## src/rtl/clock_enable_generator.sv

```systemverilog
`default_nettype none
// ============================================================================
// clock_enable_generator : 7 MHz / E-clock / colour-clock / CPU enables on clk28m
// Revision: 1.0
// ============================================================================
module clock_enable_generator #(
  parameter int E_DIV     = 10,
  parameter int CPU_DIV_W = 3
) (
  input  logic                 clk28m,
  input  logic                 rst_n,
  input  logic [CPU_DIV_W-1:0] cpu_div_sel,
  output logic                 clk7_en,
  output logic                 clk7n_en,
  output logic                 c1,
  output logic                 c3,
  output logic                 cck,
  output logic [E_DIV-1:0]     eclk,
  output logic                 cpu_en,
  output logic [CPU_DIV_W-1:0] cpu_div_cur,
  output logic                 cpu_div_ack
);

  localparam int                 EW     = (E_DIV > 2) ? $clog2(E_DIV) : 1;
  localparam logic [EW-1:0]      E_LAST = EW'(E_DIV - 1);

  if ((E_DIV < 2) || (E_DIV > 16) || ((E_DIV % 2) != 0)) begin : g_bad_e_div
    $error("clock_enable_generator: E_DIV must be even and within 2..16");
  end

  logic [1:0]           ph_q, ph_d;
  logic [EW-1:0]        e_cnt_q, e_cnt_d;
  logic [CPU_DIV_W-1:0] k_q, k_d;
  logic [CPU_DIV_W-1:0] cur_q, cur_d;
  logic                 ack_q, ack_d;
  logic                 clk7_q, clk7_d;
  logic                 clk7n_q, clk7n_d;
  logic                 c1_q, c1_d;
  logic                 c3_q, c3_d;
  logic                 cck_q, cck_d;
  logic [E_DIV-1:0]     eclk_q, eclk_d;
  logic                 cpu_en_q, cpu_en_d;
  logic                 k_last;
  logic                 do_switch;

  always_comb begin
    ph_d    = ph_q + 2'd1;
    e_cnt_d = e_cnt_q;
    if (ph_q == 2'd3) begin
      e_cnt_d = (e_cnt_q == E_LAST) ? '0 : e_cnt_q + 1'b1;
    end

    // k runs 0..cur, so the last count of a CPU period is simply k == cur.
    k_last    = (k_q == cur_q);
    do_switch = (ph_q == 2'd3) && k_last && (cpu_div_sel != cur_q);
    cur_d     = do_switch ? cpu_div_sel : cur_q;
    ack_d     = do_switch;
    k_d       = (do_switch || k_last) ? '0 : k_q + 1'b1;

    // Output flops hold the decode of the next state, so each output is
    // a clean flop that lines up with the state of the same cycle.
    clk7_d   = (ph_d == 2'd0);
    clk7n_d  = (ph_d == 2'd2);
    c1_d     = (ph_d == 2'd0) || (ph_d == 2'd1);
    c3_d     = (ph_d == 2'd1) || (ph_d == 2'd2);
    cck_d    = ~e_cnt_d[0];
    cpu_en_d = (k_d == '0);
    eclk_d   = '0;
    for (int i = 0; i < E_DIV; i++) begin
      eclk_d[i] = (e_cnt_d == EW'(i));
    end
  end

  always_ff @(posedge clk28m or negedge rst_n) begin
    if (!rst_n) begin
      ph_q     <= 2'd3;
      e_cnt_q  <= E_LAST;
      k_q      <= '0;
      cur_q    <= '0;
      ack_q    <= 1'b0;
      clk7_q   <= 1'b0;
      clk7n_q  <= 1'b0;
      c1_q     <= 1'b0;
      c3_q     <= 1'b0;
      cck_q    <= 1'b0;
      eclk_q   <= '0;
      cpu_en_q <= 1'b0;
    end else begin
      ph_q     <= ph_d;
      e_cnt_q  <= e_cnt_d;
      k_q      <= k_d;
      cur_q    <= cur_d;
      ack_q    <= ack_d;
      clk7_q   <= clk7_d;
      clk7n_q  <= clk7n_d;
      c1_q     <= c1_d;
      c3_q     <= c3_d;
      cck_q    <= cck_d;
      eclk_q   <= eclk_d;
      cpu_en_q <= cpu_en_d;
    end
  end

  assign clk7_en     = clk7_q;
  assign clk7n_en    = clk7n_q;
  assign c1          = c1_q;
  assign c3          = c3_q;
  assign cck         = cck_q;
  assign eclk        = eclk_q;
  assign cpu_en      = cpu_en_q;
  assign cpu_div_cur = cur_q;
  assign cpu_div_ack = ack_q;

endmodule
`default_nettype wire

```

## config.mk

```make
export PLATFORM = sky130hd
export DESIGN_NAME = clock_enable_generator
export DESIGN_NICKNAME = d
export VERILOG_FILES = /design/src/rtl/clock_enable_generator.sv
export SDC_FILE = /design/constraint.sdc
export NUM_CORES = 1
export LEC_CHECK = 0
export ABC_CLOCK_PERIOD_IN_PS = 1700
export BUFFER_PORTS_ARGS = -buffer_cell sky130_fd_sc_hd__buf_2
export CORE_MARGIN = 2
export CORE_UTILIZATION = 25
export DETAILED_ROUTE_END_ITERATION = 10
export SLEW_MARGIN = 15
export SYNTH_ARGS = -nofsm -noshare
export SYNTH_HDL_FRONTEND = slang
export SYNTH_SLANG_ARGS = --single-unit
export TNS_END_PERCENT = 20
```

## constraint.sdc

```tcl
create_clock -name clk28m -period 1.7 [get_ports clk28m]
set_clock_uncertainty 0.1 [all_clocks]
set_input_delay 0.085 -clock clk28m [delete_from_list [all_inputs] [get_ports clk28m]]
set_output_delay 0.085 -clock clk28m [all_outputs]
set_load 0.1 [all_outputs]
```

==> results.py <==
metrics = {
    "outcome": {
        "status": "completed",
    },
    "floorplan": {
        "ioPinCount": 25,
        "die_area_sq_mm": 0.00519,
        "die_y_microns": 72.0,
        "initial_core_util": 0.262,
        "rows": 24,
        "dieWidth_microns": 72.0,
        "core_area_sq_mm": 0.00441,
    },
    "synth": {
        "synth_area_sq_mm": 0.00116,
        "synth_cell_types": 30,
        "yosysWarnings": 0,
        "async_flop_share": 1.00,
        "synth_nets": 103,
        "synthCells": 94,
        "syn_avg_cell_area_sq_um": 12.3,
        "ys_ff_latch": 29,
        "synth_edf_count": 0,
        "seq_area_frac_synth": 0.631,
        "synthFlopType": "dfrtp_1",
    },
    "critical_path": {
        "r2r_start": "ph_q[1]$_DFF_PN1_",
        "criticalPathCategory": "reg -> reg",
        "cp-start-kind": "flip-flop",
        "crit_fanout": 7,
        "r2r_setup_slack_ns": 0.11,
        "cp-endpoint": "cpu_div_cur[0]$_DFFE_PN0P_",
        "required_ns": 1.75,
        "reg2regPathDepth": 3,
        "cp.arrival_ns": 1.64,
        "crit_start": "ph_q[1]$_DFF_PN1_",
        "end_kind": "flip-flop",
        "r2r-end": "cpu_div_cur[0]$_DFFE_PN0P_",
    },
    "clocking": {
        "numCtsBuffers": 5,
        "path_clk_slew_ns": 0.06,
        "cts.sinks": 29,
        "clockBufferDepth": 2,
        "ctsRootBufferMaster": "clkbuf_8",
        "cts_tree": "done",
        "clk_latency_ns": 0.28,
        "htreeDepth": 2,
        "post-cts-setup-buffers": 0,
    },
    "routing": {
        "drc": 0,
        "drt-initial-drc-count": 33,
        "wire_per_inst_microns": 11.4,
        "top_layer": "met4",
        "wirelength_microns": 2070,
        "drtAntennaViolNets": 0,
        "vias_per_cell": 4.21,
        "routed-wl-met2_microns": 916,
        "first_pass_iters": 4,
        "num_vias": 766,
        "wl_met1_microns": 946,
        "wl_met3_microns": 148,
    },
    "timing": {
        "final-max-slew-violation-count": 0,
        "fmax_mhz": 629,
        "tightest_slew_ns": 0.639,
        "tns_ns": 0,
        "grt_setup_unrepaired": "true",
        "finalCritPeriodShare": 0.935,
        "maxSlewHeadroom": 0.574,
        "finalHoldWorstSlack_ns": 0.264,
        "hold_violations": 0,
        "period_minus_slack_ns": 1.59,
        "setup_ws_ns": 0.110,
        "setup_viol": 0,
    },
    "final_layout": {
        "nets": 138,
        "drive_above_1_share": 0.346,
        "diodes": 0,
        "synthToLayoutAreaGrowth_pct": 29.1,
        "post-route-util": 0.338,
        "layout_common_cells": "buf_2 (24), dfrtp_1 (22), xnor2_1 (8), clkbuf_8 (7)",
        "final_common_cell": "buf_2",
    },
    "global_routing": {
        "grt_pass1_vias": 755,
        "antenna_found_initial": 0,
        "grt_use_total": 0.0932,
        "grt_max_degree": 30,
        "grt_pass1_wl_microns": 3540,
        "grt-ovfl-total": 0,
    },
    "pwr": {
        "irDropWorstVdd_mv": 0.413,
        "p_int_uw": 1360,
        "p_leak_uw": 0.000692,
        "powerDensity_mw_per_mm2": 1480,
        "p_clk_frac": 0.277,
        "switching_power_uw": 848,
        "seqPwrFrac": 0.398,
        "switching_share": 0.384,
        "total_power_uw": 2210,
        "pwr-share-comb": 0.325,
    },
    "place": {
        "io_buffer_count": 24,
        "dp_slack_ns": 0.0222,
        "hpwlAfterDp_microns": 1460,
        "place.gp.congestion": 0.785,
    },
    "min_path": {
        "hp-class": "in -> async",
    },
    "flow_run": {
        "drv_cap": 0,
    },
}
-- power by group through the flow --
stage	logic, uW	clock network (uW)	registers [uW]
detailed placement	713	0	888
global route	759	671	891
finish	716	612	878
CTS	716	632	879
global placement	702	0	884
floorplan	262	0	1210
-- Yosys cell counts, types with 3 or more instances --
| master | n | share of area |
|---|---|---|
| nand3_1 | 3 | 0.013 |
| mux2_1 | 3 | 0.029 |
| xnor2_1 | 8 | 0.061 |
| nand2_1 | 5 | 0.016 |
| inv_1 | 6 | 0.019 |
| nor3_1 | 3 | 0.013 |
| dfrtp_1 | 25 | 0.54 |
| ha_1 | 4 | 0.043 |
| nor2_1 | 6 | 0.019 |
| dfstp_2 | 4 | 0.091 |
-- what timing repair did --
item,in CTS,in global routing
endpoints found under the setup margin,0,4
gates resized for setup,0,1
hold buffers,4,0
endpoints found under the hold margin,28,0
-- stage by stage --
step | instance area (sq um) | instances
after global placement | 1350 | 170
after global routing | 1490 | 182
after detailed placement | 1350 | 170
after floorplan | 1160 | 94
after CTS | 1490 | 182
final | 1490 | 182
-- worst min path at each step --
| stage | from | endpoint | cells after the start |
|---|---|---|---|
| after floorplan | rst_n | c1$_DFF_PN0_ | 0 |
| after detailed placement | rst_n | clk7n_en$_DFF_PN0_ | 1 |
| after global routing | rst_n | clk7_en$_DFF_PN0_ | 2 |
| final | rst_n | e_cnt_q[1]$_DFF_PN0_ | 2 |
| after CTS | rst_n | c3$_DFF_PN0_ | 2 |
| after global placement | rst_n | clk7n_en$_DFF_PN0_ | 1 |
-- registers in the layout, indices dropped and copies added (netlist names) --
name and cells:
cpu_div_ack 1, eclk 10, clk7n_en 1, e_cnt_q 4, cpu_div_cur 3, c3 1, k_q 3, cck 1
clk7_en 1, cpu_en 1, ph_q 2, c1 1
-- area by class of cell --
type                            count  area, sq um
Clock inverter                      1         5.00
Inverter                            6         22.5
Fill cell                         446         2920
Tap cell                           52         65.1
Clock buffer                        7         96.3
Timing Repair Buffer               31          183
Multi-Input combinational cell     56          388
Sequential cell                    29          734
-- critical path, stage by stage (launching register included) --
cell	delay, ns
dfstp_2	0.54
ha_2	0.24
nand4_1	0.20
mux2_1	0.37
-- routing by layer --
layer	up-vias	global-route usage
li1	379	-
met1	362	0.115
met2	20	0.131
met3	5	0.0375
met4	0	0.0692
met5	-	0
-- cell families (layout without fill, tap and decap cells) --
family,Yosys count,count (layout),synth area share
flip-flops,29,29,0.631
AND/OR/NAND/NOR,29,29,0.133
AO/OA/AOI/OAI,10,10,0.0519
XOR/XNOR,10,10,0.0757
buffers and inverters,9,45,0.0357
adder cells (fa/ha/maj),4,4,0.0432
multiplexers,3,3,0.0292
Power figures use the tool's default switching activity.
